===== src/rtl/sdf_r22_stage.sv =====
// sdf_r22_stage: radix-2^2 single-path delay-feedback butterfly stage (BF2I, or BF2II with -j rotation)
// Ports: clk; rst_n (synchronous, active-low); enable_in/in_re/in_im input stream;
//        enable_out/out_re/out_im registered output stream (values hold while enable_out is low).
// Build option: define SDF_SCALE_EN to halve every output (arithmetic shift right 1) and
//        narrow the outputs to WIDTH bits; otherwise outputs are WIDTH+1 bits, unscaled.
module sdf_r22_stage #(
    parameter int WIDTH = 8,
    parameter int DELAY = 32,
    parameter int MODE  = 0,
`ifdef SDF_SCALE_EN
    localparam int OW = WIDTH
`else
    localparam int OW = WIDTH + 1
`endif
) (
    input  logic             clk,
    input  logic             rst_n,
    input  logic             enable_in,
    input  logic [WIDTH-1:0] in_re,
    input  logic [WIDTH-1:0] in_im,
    output logic             enable_out,
    output logic [OW-1:0]    out_re,
    output logic [OW-1:0]    out_im
);
    localparam int LG = $clog2(DELAY);
    // cnt width equals log2 of the frame period, so it wraps at P on its own
    localparam int CW = LG + (MODE == 1 ? 2 : 1);
    localparam int AW = LG > 0 ? LG : 1;
    localparam int XW = WIDTH + 1;
    localparam int SH = XW - OW;
    localparam int unsigned ROT = 3 * DELAY;
    localparam logic [WIDTH-1:0] MIN = {1'b1, {(WIDTH-1){1'b0}}};

    logic [CW-1:0] cnt;
    logic pending, draining;
    logic [2*XW-1:0] mem [DELAY];
    logic [AW-1:0] idx;
    logic phase, rot, accept, drain_step, last, fire;
    logic [WIDTH-1:0] neg_re;
    logic signed [XW-1:0] x_re, x_im, h_re, h_im, sum_re, sum_im, dif_re, dif_im, res_re, res_im;
    logic [2*XW-1:0] push;
    logic [OW-1:0] o_re, o_im;

    // The delay line is a circular buffer: the slot read this cycle is rewritten this cycle
    // and comes back round exactly D shifts later, so cnt mod D is the only pointer needed.
    assign idx = LG > 0 ? cnt[AW-1:0] : '0;
    assign phase = cnt[LG];
    assign rot = (MODE == 1) && (32'(cnt) >= ROT);
    // -j rotation: negating the most negative value would wrap, so clamp it to the maximum
    assign neg_re = (in_re == MIN) ? ~MIN : -in_re;
    assign x_re = rot ? {in_im[WIDTH-1], in_im} : {in_re[WIDTH-1], in_re};
    assign x_im = rot ? {neg_re[WIDTH-1], neg_re} : {in_im[WIDTH-1], in_im};
    assign {h_re, h_im} = mem[idx];
    assign sum_re = h_re + x_re;
    assign sum_im = h_im + x_im;
    assign dif_re = h_re - x_re;
    assign dif_im = h_im - x_im;
    assign accept = enable_in;
    // a drain starts when the input idles on a frame boundary with a frame still in the line
    assign drain_step = !enable_in && (draining || (cnt == '0 && pending));
    assign last = cnt == CW'(DELAY - 1);
    assign fire = (accept && (phase || pending)) || drain_step;
    assign res_re = (accept && phase) ? sum_re : h_re;
    assign res_im = (accept && phase) ? sum_im : h_im;
    assign o_re = OW'(res_re >>> SH);
    assign o_im = OW'(res_im >>> SH);
    assign push = !accept ? '0 : phase ? {dif_re, dif_im} : {x_re, x_im};

    always_ff @(posedge clk) begin
        if (rst_n && (accept || drain_step)) mem[idx] <= push;
    end

    always_ff @(posedge clk) begin
        if (!rst_n) begin
            cnt        <= '0;
            pending    <= 1'b0;
            draining   <= 1'b0;
            enable_out <= 1'b0;
            out_re     <= '0;
            out_im     <= '0;
        end else begin
            enable_out <= fire;
            if (fire) begin
                out_re <= o_re;
                out_im <= o_im;
            end
            if (accept) begin
                cnt      <= cnt + 1'b1;
                pending  <= pending | phase;
                // a sample arriving mid-drain lets the drain run out at cnt == D
                draining <= draining && !last;
            end else if (drain_step) begin
                cnt      <= last ? '0 : cnt + 1'b1;
                pending  <= !last;
                draining <= !last;
            end
        end
    end
endmodule


===== config.mk =====
export PLATFORM = sky130hd
export DESIGN_NAME = sdf_r22_stage
export DESIGN_NICKNAME = d
export VERILOG_FILES = /design/src/rtl/sdf_r22_stage.sv
export SDC_FILE = /design/constraint.sdc
export NUM_CORES = 1
export LEC_CHECK = 0
export BUFFER_PORTS_ARGS = -buffer_cell sky130_fd_sc_hd__buf_4
export CAP_MARGIN = 20
export CORE_UTILIZATION = 40
export DETAILED_ROUTE_END_ITERATION = 8
export MAX_ROUTING_LAYER = met4
export PLACE_DENSITY_LB_ADDON = 0.3
export SYNTH_ARGS = -nofsm -noshare
export SYNTH_HDL_FRONTEND = slang
export SYNTH_SLANG_ARGS = --single-unit

===== constraint.sdc =====
create_clock -name clk -period 9.2 [get_ports clk]
set_input_delay 1.84 -clock clk [delete_from_list [all_inputs] [get_ports clk]]
set_output_delay 1.84 -clock clk [all_outputs]
set_load 0.01 [all_outputs]

==> impl_metrics.prom, run 1 <==
# TYPE chip_impl_metric gauge
chip_impl_info{name="status",value="completed"} 1
chip_impl_info{name="worst_hold_startpoint",value="out_im[5]"} 1
chip_impl_metric{name="slew_violations",unit=""} 0
chip_impl_metric{name="hold-path-cell-count",unit=""} 2
chip_impl_metric{name="ys.warnings.count",unit=""} 0
chip_impl_info{name="netlist.top_cell.by_area",value="sky130_fd_sc_hd__edfxtp_1"} 1
chip_impl_metric{name="register_to_register_setup_slack",unit="ps"} 3290
chip_impl_info{name="hold_path.class",value="reg -> reg"} 1
chip_impl_metric{name="grt_first_pass_wirelength",unit="um"} 82300
chip_impl_metric{name="yosysTopAreaCellShare",unit="%"} 69.2
chip_impl_metric{name="clkTransAtPathRegs",unit="ps"} 60
chip_impl_metric{name="synth.yosys.seq_area_share",unit="%"} 71.7
chip_impl_info{name="rsz_0062_raised_after_global_routing",value="false"} 1
chip_impl_metric{name="drt-pass1-iter-count",unit=""} 5
chip_impl_metric{name="cts_setup_buffers",unit=""} 0
chip_impl_metric{name="ctsHtreeMaxLevel",unit=""} 2
chip_impl_metric{name="boundaryPins",unit=""} 38
chip_impl_metric{name="n_antenna_cell",unit=""} 0
chip_impl_info{name="start_kind",value="register"} 1
chip_impl_metric{name="start_util",unit="%"} 40.5
chip_impl_metric{name="setup_viol",unit=""} 0
chip_impl_metric{name="ctsLongestPathBuffers",unit=""} 3
chip_impl_metric{name="antenna_found_initial",unit=""} 1
chip_impl_metric{name="grt_start_max_net_pins",unit=""} 87
chip_impl_metric{name="finalWirelength",unit="um"} 55200
chip_impl_metric{name="drt-wirelength-per-cell",unit="um"} 24.8
chip_impl_metric{name="placedInstanceArea",unit="um2"} 26500
chip_impl_metric{name="die_outline_area",unit="um2"} 63500
chip_impl_metric{name="tightestPinTransition",unit="ps"} 1060
chip_impl_metric{name="syn-num-nets",unit=""} 1325
chip_impl_info{name="cell_types_occupying_the_most_area_after_synthesis",value="sky130_fd_sc_hd__edfxtp_1 (69%), sky130_fd_sc_hd__mux4_2 (16%), sky130_fd_sc_hd__dfxtp_1 (2.6%)"} 1
chip_impl_metric{name="area_taken_by_flip_flops_and_latches",unit="um2"} 17900
chip_impl_metric{name="via_per_inst",unit=""} 5.57
chip_impl_metric{name="normalized_max_slew_margin",unit="%"} 29.3
chip_impl_metric{name="cap_viol_max_count",unit=""} 0
chip_impl_metric{name="mean_instance_size_in_the_synthesized_netlist",unit="um2"} 19.8
chip_impl_metric{name="irDropWorstVdd",unit="uV"} 147
chip_impl_metric{name="reg2regPathDepth",unit=""} 13
chip_impl_metric{name="timing.setup.tns",unit="ps"} 0
chip_impl_metric{name="syn-cell-area",unit="um2"} 25000
chip_impl_metric{name="filler_cell_count",unit=""} 5174
chip_impl_info{name="critical_path_class",value="reg -> reg"} 1
chip_impl_info{name="cts_tree",value="built"} 1
chip_impl_metric{name="hold_buffer_count_at_cts",unit=""} 0
chip_impl_metric{name="area_growth_syn_to_layout",unit="%"} 13.8
chip_impl_metric{name="final_layout_size_suffix_gt1_share",unit="%"} 29.1
chip_impl_metric{name="io_buffer_count",unit=""} 37
chip_impl_metric{name="gp_routability_congestion",unit=""} 0.859
chip_impl_metric{name="clkSinkCount",unit=""} 608
chip_impl_metric{name="route.antenna.remaining_nets",unit=""} 0
chip_impl_metric{name="final_min_period_over_clock_period",unit="%"} 64.3
chip_impl_info{name="worst_setup_path_end_kind",value="register"} 1
chip_impl_metric{name="detailedPlacementHpwl",unit="um"} 31500
chip_impl_info{name="critical_path.reg2reg.endpoint",value="mem[17][17]"} 1
chip_impl_metric{name="path_max_fanout",unit=""} 41
chip_impl_metric{name="synth_seq_cells",unit=""} 608
chip_impl_info{name="hold_path_end",value="out_im[5]"} 1
chip_impl_metric{name="power_per_cell_area",unit="nW/um2"} 216
chip_impl_metric{name="cts_made_buffers",unit=""} 58
chip_impl_metric{name="final.min_clock_period",unit="ps"} 5910
chip_impl_metric{name="multiInputGateArea",unit="um2"} 6800
chip_impl_metric{name="core_outline_area",unit="um2"} 61700
chip_impl_metric{name="worstSkewPairLatency",unit="ps"} 620
chip_impl_metric{name="post_cts_resize_count",unit=""} 0
chip_impl_metric{name="hold-worst-slack",unit="ps"} 482
chip_impl_metric{name="die_x",unit="um"} 252
chip_impl_metric{name="core.rowCount",unit=""} 91
chip_impl_metric{name="synth_cell_types",unit=""} 59
chip_impl_metric{name="die-height",unit="um"} 252
chip_impl_metric{name="drt_iter0_markers",unit=""} 1114
chip_impl_metric{name="first_global_vias",unit=""} 12425
chip_impl_metric{name="post-route-drc-count",unit=""} 0
chip_impl_metric{name="post-route-worst-setup-slack",unit="ps"} 3290
chip_impl_metric{name="edff_count_synth",unit=""} 576
chip_impl_info{name="synth_top_flop_cell",value="sky130_fd_sc_hd__edfxtp_1"} 1
chip_impl_metric{name="post-route-util",unit="%"} 46.1
chip_impl_metric{name="worstPathArrival",unit="ps"} 6310
chip_impl_metric{name="async_set_or_reset_register_ratio_after_synthesis",unit="%"} 0
chip_impl_metric{name="timing.final.hold_violations",unit=""} 0
chip_impl_metric{name="vias",unit=""} 12394
chip_impl_metric{name="placement.setup.worst_slack",unit="ps"} 3210
chip_impl_metric{name="timing_limited_maximum_frequency",unit="MHz"} 169
chip_impl_metric{name="p_leak",unit="uW"} 0.00897
chip_impl_info{name="cts_root_buffer",value="sky130_fd_sc_hd__clkbuf_16"} 1
chip_impl_metric{name="fin_skew",unit="ps"} 23.1
chip_impl_metric{name="globalRoute.totalOverflow",unit=""} 0
chip_impl_metric{name="crit_required",unit="ps"} 9590
chip_impl_metric{name="post-route-cell-area",unit="um2"} 28500
chip_impl_metric{name="syn_inst",unit=""} 1265
chip_impl_metric{name="design.final.nets",unit=""} 1402
chip_impl_metric{name="grt_use_total",unit="%"} 18.4
area by class of cell:
cell class              count  area share (%)
multi-input cells         556            23.9
repair buffers             80            2.30
clock buffers              65            5.19
flip-flops and latches    608            63.1
well taps                 837            3.68
clock inverters            41            1.37
inverters                  38           0.501
metal layers:
layer | share of wire, % | vias to the layer above | track usage (%)
met3 | 6.6 | 67 | 3.32
met4 | 1.7 | 0 | 4.21
met1 | 44 | 6595 | 25.4
li1 | - | 5327 | -
met2 | 48 | 405 | 28.5
met5 | 0 | - | -
critical path: stages, from the launching register on:
cell and delay [ps]:
sky130_fd_sc_hd__dfxtp_4 940, sky130_fd_sc_hd__buf_4 780, sky130_fd_sc_hd__mux4_2 590, sky130_fd_sc_hd__mux4_2 510
sky130_fd_sc_hd__mux2i_1 450, sky130_fd_sc_hd__inv_1 180, sky130_fd_sc_hd__fa_1 440, sky130_fd_sc_hd__a21oi_1 190
sky130_fd_sc_hd__o21ai_0 130, sky130_fd_sc_hd__a2111oi_0 450, sky130_fd_sc_hd__o21ai_0 170, sky130_fd_sc_hd__mux2i_1 230
sky130_fd_sc_hd__mux2i_2 240, sky130_fd_sc_hd__buf_4 320
report_power, final:
part | switching (uW) | internal (uW) | total (uW)
Sequential | 44.8 | 3060 | 3100
Clock | 1010 | 1350 | 2360
Combinational | 359 | 339 | 698
cell usage in the layout (no fill, tap or decap), drive strengths merged, types with 16 or more instances in the layout:
cell      n
edfxtp  576
mux4    173
buf      80
nor2     68
clkbuf   65
inv      39
ha       37
nand2    34
dfxtp    32
clkinv   29
o21ai    23
mux2i    20
xnor2    19
nand3    18
mux2     16
a21oi    16
cells in the mapped netlist (3+ instances only):
library cell	n
sky130_fd_sc_hd__o21bai_1	5
sky130_fd_sc_hd__o21a_1	5
sky130_fd_sc_hd__a2111oi_0	3
sky130_fd_sc_hd__buf_2	14
sky130_fd_sc_hd__mux2_2	16
sky130_fd_sc_hd__nand4_1	3
sky130_fd_sc_hd__nor3_1	11
sky130_fd_sc_hd__nor3b_1	4
sky130_fd_sc_hd__mux2i_1	20
sky130_fd_sc_hd__edfxtp_1	576
sky130_fd_sc_hd__a221oi_1	4
sky130_fd_sc_hd__clkbuf_1	28
sky130_fd_sc_hd__fa_1	4
sky130_fd_sc_hd__xor2_1	5
sky130_fd_sc_hd__ha_1	37
sky130_fd_sc_hd__nand2_1	34
sky130_fd_sc_hd__o211ai_1	10
sky130_fd_sc_hd__nand2b_1	6
sky130_fd_sc_hd__o21ai_0	23
sky130_fd_sc_hd__xnor2_1	19
sky130_fd_sc_hd__buf_4	7
sky130_fd_sc_hd__nand3b_1	4
sky130_fd_sc_hd__nor2_1	68
sky130_fd_sc_hd__buf_6	3
sky130_fd_sc_hd__mux4_2	173
sky130_fd_sc_hd__or3_1	9
sky130_fd_sc_hd__buf_1	11
sky130_fd_sc_hd__dfxtp_1	32
sky130_fd_sc_hd__a21oi_1	16
sky130_fd_sc_hd__o32a_1	4
sky130_fd_sc_hd__inv_1	37
sky130_fd_sc_hd__a211oi_1	6
sky130_fd_sc_hd__nor2b_1	12
sky130_fd_sc_hd__o22ai_1	3
sky130_fd_sc_hd__or3b_2	4
sky130_fd_sc_hd__nand3_1	18
per-stage QoR:
step / power, uW / std cells
global placement: 3850 / 2115
CTS: 6210 / 2221
global route: 6360 / 2225
finish: 6160 / 2225
floorplan: 3670 / 1265
detailed placement: 3860 / 2115
logic make-up (layout without fill, tap and decap cells):
| logic type | count (synthesis) | count (layout) | share of synthesized area (%) |
|---|---|---|---|
| and+or+nand+nor | 181 | 181 | 3.50 |
| adders and majority gates | 41 | 41 | 2.17 |
| xor gates and xnor gates | 24 | 24 | 0.841 |
| DFF | 608 | 608 | 71.7 |
| buffers and inverters | 101 | 224 | 1.78 |
| muxes | 209 | 209 | 17.1 |
| AOI/OAI and AO/OA | 101 | 101 | 2.86 |
registers in the layout, summed over array words and instances, names as in the netlist, named ones only:
signal	count
pending	1
mem	576
enable_out	1
out_im	9
cnt	6
draining	1
out_re	9
how the worst max path moves through the flow:
| stage | cells after the start | endpoint | start |
|---|---|---|---|
| after floorplan | 15 | mem[0][17] | register |
| after global placement | 13 | mem[23][17] | register |
| after detailed placement | 13 | mem[19][17] | register |
| after CTS | 13 | mem[13][17] | register |
| after global routing | 13 | mem[30][17] | register |
| final | 13 | mem[17][17] | register |
No activity file was read; power rests on OpenSTA's default activity.
==> run 2: changes to the inputs <==
==> constraint.sdc (replaced) <==
create_clock -name clk -period 5.35 [get_ports clk]
set_input_delay 1.07 -clock clk [delete_from_list [all_inputs] [get_ports clk]]
set_output_delay 1.07 -clock clk [all_outputs]
set_load 0.01 [all_outputs]
==> impl_metrics.prom, run 2 (synthesis gave the netlist of run 1 again) <==
# TYPE chip_impl_metric gauge
chip_impl_metric{name="placement.setup.worst_slack",unit="ps"} 234
chip_impl_metric{name="final_cells",unit=""} 2244
chip_impl_metric{name="filler_cell_count",unit=""} 5170
chip_impl_metric{name="grt_start_max_net_pins",unit=""} 48
chip_impl_info{name="worst_setup_path_end_kind",value="register"} 1
chip_impl_metric{name="ctsLongestPathBuffers",unit=""} 3
chip_impl_metric{name="timing.final.hold_violations",unit=""} 0
chip_impl_metric{name="globalRoute.totalOverflow",unit=""} 0
chip_impl_metric{name="antenna_found_initial",unit=""} 2
chip_impl_info{name="biggestRegsByFlops",value="mem x576, out_im x9, out_re x9"} 1
chip_impl_metric{name="final_layout_size_suffix_gt1_share",unit="%"} 29.7
chip_impl_info{name="worst_hold_startpoint",value="out_im[5]"} 1
chip_impl_metric{name="die-height",unit="um"} 252
chip_impl_metric{name="normalized_max_slew_margin",unit="%"} 33.8
chip_impl_metric{name="vias",unit=""} 12543
chip_impl_metric{name="core.rowCount",unit=""} 91
chip_impl_metric{name="p_leak",unit="uW"} 0.00908
chip_impl_metric{name="p_clk_share",unit="%"} 38.5
chip_impl_info{name="hold_path.class",value="reg -> reg"} 1
chip_impl_info{name="rsz_0062_raised_after_global_routing",value="false"} 1
chip_impl_info{name="cts_root_buffer",value="sky130_fd_sc_hd__clkbuf_16"} 1
chip_impl_metric{name="register_to_register_setup_slack",unit="ps"} 410
chip_impl_metric{name="switching_share",unit="%"} 23.0
chip_impl_metric{name="drt-pass1-iter-count",unit=""} 5
chip_impl_metric{name="grt_first_pass_wirelength",unit="um"} 86700
chip_impl_metric{name="internal-power",unit="uW"} 8270
chip_impl_metric{name="post-route-worst-setup-slack",unit="ps"} 413
chip_impl_metric{name="final_min_period_over_clock_period",unit="%"} 92.3
chip_impl_metric{name="timing_limited_maximum_frequency",unit="MHz"} 203
chip_impl_metric{name="placedInstanceArea",unit="um2"} 26700
chip_impl_metric{name="core_outline_area",unit="um2"} 61700
chip_impl_metric{name="cap_viol_max_count",unit=""} 0
chip_impl_metric{name="clkTransAtPathRegs",unit="ps"} 60
chip_impl_info{name="cts_tree",value="built"} 1
chip_impl_metric{name="first_global_vias",unit=""} 12989
chip_impl_metric{name="timing.setup.tns",unit="ps"} 0
chip_impl_metric{name="die_x",unit="um"} 252
chip_impl_info{name="most_used_cells_in_the_layout_excluding_fill_and_tap_cells",value="sky130_fd_sc_hd__edfxtp_1 (576), sky130_fd_sc_hd__mux4_2 (173), sky130_fd_sc_hd__buf_4 (88)"} 1
chip_impl_metric{name="setup_viol",unit=""} 0
chip_impl_metric{name="start_util",unit="%"} 40.5
chip_impl_metric{name="final.min_clock_period",unit="ps"} 4940
chip_impl_metric{name="area_growth_syn_to_layout",unit="%"} 14.8
chip_impl_metric{name="n_antenna_cell",unit=""} 0
chip_impl_metric{name="placed_cells",unit=""} 2131
chip_impl_metric{name="slew_violations",unit=""} 0
chip_impl_info{name="register_bank_with_the_most_flops",value="mem"} 1
chip_impl_metric{name="irDropWorstVdd",unit="uV"} 281
chip_impl_metric{name="gp_routability_congestion",unit=""} 0.836
chip_impl_metric{name="switching_power",unit="uW"} 2470
chip_impl_metric{name="drt-wirelength-per-cell",unit="um"} 26.3
chip_impl_metric{name="tightestPinTransition",unit="ps"} 991
chip_impl_metric{name="via_per_inst",unit=""} 5.59
chip_impl_metric{name="io_buffer_count",unit=""} 37
chip_impl_metric{name="fin_skew",unit="ps"} 13.8
chip_impl_metric{name="crit_required",unit="ps"} 5760
chip_impl_info{name="critical_path_class",value="reg -> reg"} 1
chip_impl_metric{name="ctsHtreeMaxLevel",unit=""} 2
chip_impl_metric{name="post-route-util",unit="%"} 46.5
chip_impl_metric{name="worstSkewPairLatency",unit="ps"} 620
chip_impl_metric{name="route.antenna.remaining_nets",unit=""} 0
chip_impl_metric{name="boundaryPins",unit=""} 38
chip_impl_metric{name="grt_use_total",unit="%"} 19.6
chip_impl_metric{name="clkSinkCount",unit=""} 608
chip_impl_metric{name="largest_register_ff_count",unit=""} 576
chip_impl_metric{name="post-route-cell-area",unit="um2"} 28700
chip_impl_metric{name="finalWirelength",unit="um"} 58900
chip_impl_metric{name="cts_setup_buffers",unit=""} 0
chip_impl_metric{name="path_max_fanout",unit=""} 32
chip_impl_metric{name="cts_made_buffers",unit=""} 59
chip_impl_metric{name="detailedPlacementHpwl",unit="um"} 33800
chip_impl_info{name="start_kind",value="register"} 1
chip_impl_metric{name="hold_buffer_count_at_cts",unit=""} 0
chip_impl_metric{name="part_of_the_power_in_registers",unit="%"} 49.5
chip_impl_info{name="status",value="completed"} 1
chip_impl_metric{name="post_cts_resize_count",unit=""} 0
chip_impl_metric{name="die_outline_area",unit="um2"} 63500
chip_impl_metric{name="post-route-drc-count",unit=""} 0
chip_impl_metric{name="power.share.combinational",unit="%"} 11.9
chip_impl_info{name="commonest_non_fill_non_tap_cell_in_the_layout",value="sky130_fd_sc_hd__edfxtp_1"} 1
chip_impl_metric{name="design.final.nets",unit=""} 1418
chip_impl_metric{name="drt_iter0_markers",unit=""} 1189
chip_impl_metric{name="worstPathArrival",unit="ps"} 5350
chip_impl_metric{name="power_per_cell_area",unit="nW/um2"} 374
==> run 2: changes by cell type in the layout (fill, tap and decap cells not counted) <==
| cell | change |
|---|---|
| sky130_fd_sc_hd__clkinv_4 | -2 |
| sky130_fd_sc_hd__buf_12 | +3 |
| sky130_fd_sc_hd__clkinv_8 | -1 |
| sky130_fd_sc_hd__clkbuf_16 | +3 |
| sky130_fd_sc_hd__clkinv_2 | +3 |
| sky130_fd_sc_hd__buf_4 | +14 |
| sky130_fd_sc_hd__nor2_4 | +10 |
| sky130_fd_sc_hd__clkinvlp_4 | -2 |
| sky130_fd_sc_hd__clkinv_1 | +5 |
| sky130_fd_sc_hd__clkinvlp_2 | -1 |
| sky130_fd_sc_hd__buf_8 | -2 |
| sky130_fd_sc_hd__inv_6 | -1 |
| sky130_fd_sc_hd__nor2_2 | -10 |
==> run 2: path summary, 6_finish.rpt <==
check,to,cells after the start
setup / recovery,mem[16][8],13
hold / removal,out_im[5],2
setup reg to reg,mem[16][8],13
hold reg to reg,out_im[5],2
==> run 2: critical path, stage by stage (launching register included) <==
cell,delay (ps)
sky130_fd_sc_hd__dfxtp_4,670
sky130_fd_sc_hd__buf_4,340
sky130_fd_sc_hd__mux4_2,540
sky130_fd_sc_hd__mux4_2,460
sky130_fd_sc_hd__mux2i_1,380
sky130_fd_sc_hd__ha_1,290
sky130_fd_sc_hd__fa_1,230
sky130_fd_sc_hd__and3b_1,200
sky130_fd_sc_hd__o311a_1,350
sky130_fd_sc_hd__a211oi_1,260
sky130_fd_sc_hd__o21ai_0,140
sky130_fd_sc_hd__mux2i_1,230
sky130_fd_sc_hd__mux2i_2,280
sky130_fd_sc_hd__buf_4,330
==> run 2: final cells by class <==
type	count	area (um2)	share of cell area, %
Clock buffer	68	1550	5.41
Sequential cell	608	17900	62.6
Clock inverter	42	362	1.26
Timing Repair Buffer	95	791	2.76
Tap cell	837	1050	3.65
Inverter	38	143	0.497
Multi-Input combinational cell	556	6850	23.9
==> run 2: per-layer routing <==
metal	global-route usage [%]	vias to the layer above	wire [um]
met4	5.84	0	1430
met2	31.9	415	29200
met5	-	-	0
met3	2.54	91	3490
met1	25.8	6670	24800
li1	-	5367	-
==> run 2: stage by stage <==
stage	power, uW	hold WS, ps
2_1_floorplan	6310	490
3_3_place_gp	6670	469
3_5_place_dp	6690	481
4_1_cts	10800	489
5_1_grt	11100	507
6_report	10700	487
==> run 2: power by group through the flow <==
stage	registers [uW]	clock network, uW	logic (uW)
after global routing	5320	4370	1390
after floorplan	5380	0	929
after detailed placement	5430	0	1260
after CTS	5330	4210	1270
final	5320	4140	1280
after global placement	5430	0	1240
==> run 3: changes to the inputs <==
==> constraint.sdc (replaced) <==
create_clock -name clk -period 5.95 [get_ports clk]
set_input_delay 1.19 -clock clk [delete_from_list [all_inputs] [get_ports clk]]
set_output_delay 1.19 -clock clk [all_outputs]
set_load 0.01 [all_outputs]
==> impl_metrics.prom, run 3 (synthesis gave the netlist of run 1 again) <==
# TYPE chip_impl_metric gauge
chip_impl_metric{name="placedInstanceArea",unit="um2"} 26600
chip_impl_info{name="most_used_cells_in_the_layout_excluding_fill_and_tap_cells",value="sky130_fd_sc_hd__edfxtp_1 (576), sky130_fd_sc_hd__mux4_2 (173), sky130_fd_sc_hd__buf_4 (81)"} 1
chip_impl_metric{name="grt_use_total",unit="%"} 19.4
chip_impl_metric{name="first_global_vias",unit=""} 12615
chip_impl_metric{name="worstSkewPairLatency",unit="ps"} 630
chip_impl_metric{name="design.final.nets",unit=""} 1408
chip_impl_metric{name="placed_cells",unit=""} 2121
chip_impl_info{name="hold_path.class",value="reg -> reg"} 1
chip_impl_metric{name="normalized_max_slew_margin",unit="%"} 32.4
chip_impl_info{name="rsz_0062_raised_after_global_routing",value="false"} 1
chip_impl_metric{name="n_antenna_cell",unit=""} 0
chip_impl_info{name="critical_path_class",value="reg -> reg"} 1
chip_impl_metric{name="gp_routability_congestion",unit=""} 0.873
chip_impl_info{name="hold_path_end",value="out_im[5]"} 1
chip_impl_metric{name="worstPathArrival",unit="ps"} 5920
chip_impl_info{name="timing.critical_path.slowest_stage_cell",value="sky130_fd_sc_hd__dfxtp_4"} 1
chip_impl_metric{name="antenna_found_initial",unit=""} 1
chip_impl_metric{name="clkSinkCount",unit=""} 608
chip_impl_info{name="start_kind",value="register"} 1
chip_impl_metric{name="core.rowCount",unit=""} 91
chip_impl_metric{name="via_per_inst",unit=""} 5.59
chip_impl_metric{name="final_min_period_over_clock_period",unit="%"} 92.7
chip_impl_metric{name="irDropWorstVdd",unit="uV"} 244
chip_impl_info{name="cts_root_buffer",value="sky130_fd_sc_hd__clkbuf_16"} 1
chip_impl_info{name="critPathTopFamily",value="multiplexers"} 1
chip_impl_metric{name="clkTransAtPathRegs",unit="ps"} 60
chip_impl_metric{name="start_util",unit="%"} 40.5
chip_impl_metric{name="final_cells",unit=""} 2229
chip_impl_info{name="status",value="completed"} 1
chip_impl_metric{name="drt-pass1-iter-count",unit=""} 6
chip_impl_info{name="commonest_non_fill_non_tap_cell_in_the_layout",value="sky130_fd_sc_hd__edfxtp_1"} 1
chip_impl_metric{name="final.min_clock_period",unit="ps"} 5520
chip_impl_metric{name="post-route-cell-area",unit="um2"} 28500
chip_impl_metric{name="drt-wirelength-per-cell",unit="um"} 26.3
chip_impl_metric{name="p_leak",unit="uW"} 0.00900
chip_impl_metric{name="grt_first_pass_wirelength",unit="um"} 86300
chip_impl_metric{name="ctsHtreeMaxLevel",unit=""} 2
chip_impl_metric{name="cts_made_buffers",unit=""} 58
chip_impl_info{name="register_bank_with_the_most_flops",value="mem"} 1
chip_impl_metric{name="register_to_register_setup_slack",unit="ps"} 430
chip_impl_metric{name="largest_register_ff_count",unit=""} 576
chip_impl_metric{name="setup_viol",unit=""} 0
chip_impl_metric{name="post-route-drc-count",unit=""} 0
chip_impl_metric{name="core_outline_area",unit="um2"} 61700
chip_impl_metric{name="cap_viol_max_count",unit=""} 0
chip_impl_metric{name="vias",unit=""} 12471
chip_impl_metric{name="timing.critical_path.slowest_cell_delay",unit="ps"} 910
chip_impl_metric{name="power_per_cell_area",unit="nW/um2"} 335
chip_impl_metric{name="path_max_fanout",unit=""} 40
chip_impl_metric{name="cts_setup_buffers",unit=""} 0
chip_impl_metric{name="boundaryPins",unit=""} 38
chip_impl_metric{name="crit_required",unit="ps"} 6360
chip_impl_metric{name="timing.setup.tns",unit="ps"} 0
chip_impl_metric{name="final_layout_size_suffix_gt1_share",unit="%"} 29.3
chip_impl_metric{name="die-height",unit="um"} 252
chip_impl_metric{name="fin_skew",unit="ps"} 24.1
chip_impl_metric{name="grt_start_max_net_pins",unit=""} 41
chip_impl_metric{name="multiInputGateArea",unit="um2"} 6860
chip_impl_metric{name="area_taken_by_flip_flops_and_latches",unit="um2"} 17900
chip_impl_info{name="worst_hold_startpoint",value="out_im[5]"} 1
chip_impl_metric{name="timing.critical_path.buf_inv",unit=""} 2
chip_impl_metric{name="hold-path-cell-count",unit=""} 2
chip_impl_metric{name="drt_iter0_markers",unit=""} 1233
chip_impl_info{name="worst_setup_path_end_kind",value="register"} 1
chip_impl_info{name="critical_path.reg2reg.endpoint",value="mem[26][17]"} 1
chip_impl_metric{name="filler_cell_count",unit=""} 5174
chip_impl_metric{name="detailedPlacementHpwl",unit="um"} 33500
chip_impl_metric{name="hold-worst-slack",unit="ps"} 483
chip_impl_metric{name="finalWirelength",unit="um"} 58600
chip_impl_metric{name="slew_violations",unit=""} 0
chip_impl_metric{name="io_buffer_count",unit=""} 37
chip_impl_metric{name="hold_buffer_count_at_cts",unit=""} 0
chip_impl_metric{name="ctsLongestPathBuffers",unit=""} 3
chip_impl_info{name="cts_tree",value="built"} 1
chip_impl_metric{name="reg2regPathDepth",unit=""} 11
chip_impl_metric{name="die_outline_area",unit="um2"} 63500
chip_impl_metric{name="post_cts_resize_count",unit=""} 0
chip_impl_metric{name="die_x",unit="um"} 252
chip_impl_metric{name="globalRoute.totalOverflow",unit=""} 0
chip_impl_info{name="biggestRegsByFlops",value="mem x576, out_im x9, out_re x9"} 1
chip_impl_metric{name="route.antenna.remaining_nets",unit=""} 0
chip_impl_metric{name="tightestPinTransition",unit="ps"} 1010
chip_impl_metric{name="timing_limited_maximum_frequency",unit="MHz"} 181
chip_impl_info{name="path_cells",value="buf_4 -> mux4_2 -> mux4_2 -> mux2_2 -> ha_1 -> o21a_1 -> a2111oi_0 -> o21ai_0 -> mux2i_1 -> mux2i_2 -> buf_4"} 1
chip_impl_metric{name="timing.final.hold_violations",unit=""} 0
chip_impl_metric{name="area_growth_syn_to_layout",unit="%"} 14.1
[run 3: layer usage]
layer	track usage [%]	routed length (um)	up-vias
met2	29.8	28300	429
met1	26.7	25200	6614
met4	5.02	1030	0
met3	3.59	4070	76
li1	-	-	5352
met5	-	0	-
[run 3: layout make-up]
class | count | area share, %
Multi-Input combinational cell | 556 | 24.0
Timing Repair Buffer | 86 | 2.43
Clock inverter | 34 | 1.25
Tap cell | 837 | 3.67
Inverter | 38 | 0.500
Sequential cell | 608 | 62.9
Clock buffer | 70 | 5.24
[run 3: power breakdown]
| part | leakage [uW] | internal (uW) | switching, uW |
|---|---|---|---|
| Combinational | 0.00256 | 539 | 583 |
| Sequential | 0.00553 | 4720 | 60.2 |
| Clock | 0.000909 | 2090 | 1570 |
| Total | 0.00900 | 7350 | 2220 |
[run 3: worst max-delay path by stage]
| stage | from | endpoint | cells after the start |
|---|---|---|---|
| floorplan | register | mem[0][17] | 15 |
| global placement | register | mem[30][17] | 11 |
| detailed placement | register | mem[16][5] | 12 |
| CTS | register | mem[28][5] | 12 |
| global route | register | mem[24][17] | 11 |
| finish | register | mem[26][17] | 11 |
[run 3: tightest hold or removal path: stages, from the launching register on]
cell,delay (ps)
sky130_fd_sc_hd__dfxtp_1,310
sky130_fd_sc_hd__nand2_1,60
sky130_fd_sc_hd__a31oi_1,60
[run 3: metrics by stage]
stage               total power (uW)  utilization, %  setup slack (ps)
global route                    9880            46.2               110
floorplan                       5670               -               833
finish                          9570            46.2               432
global placement                5980            43.2               545
CTS                             9630            46.2               427
detailed placement              6000            43.2               448
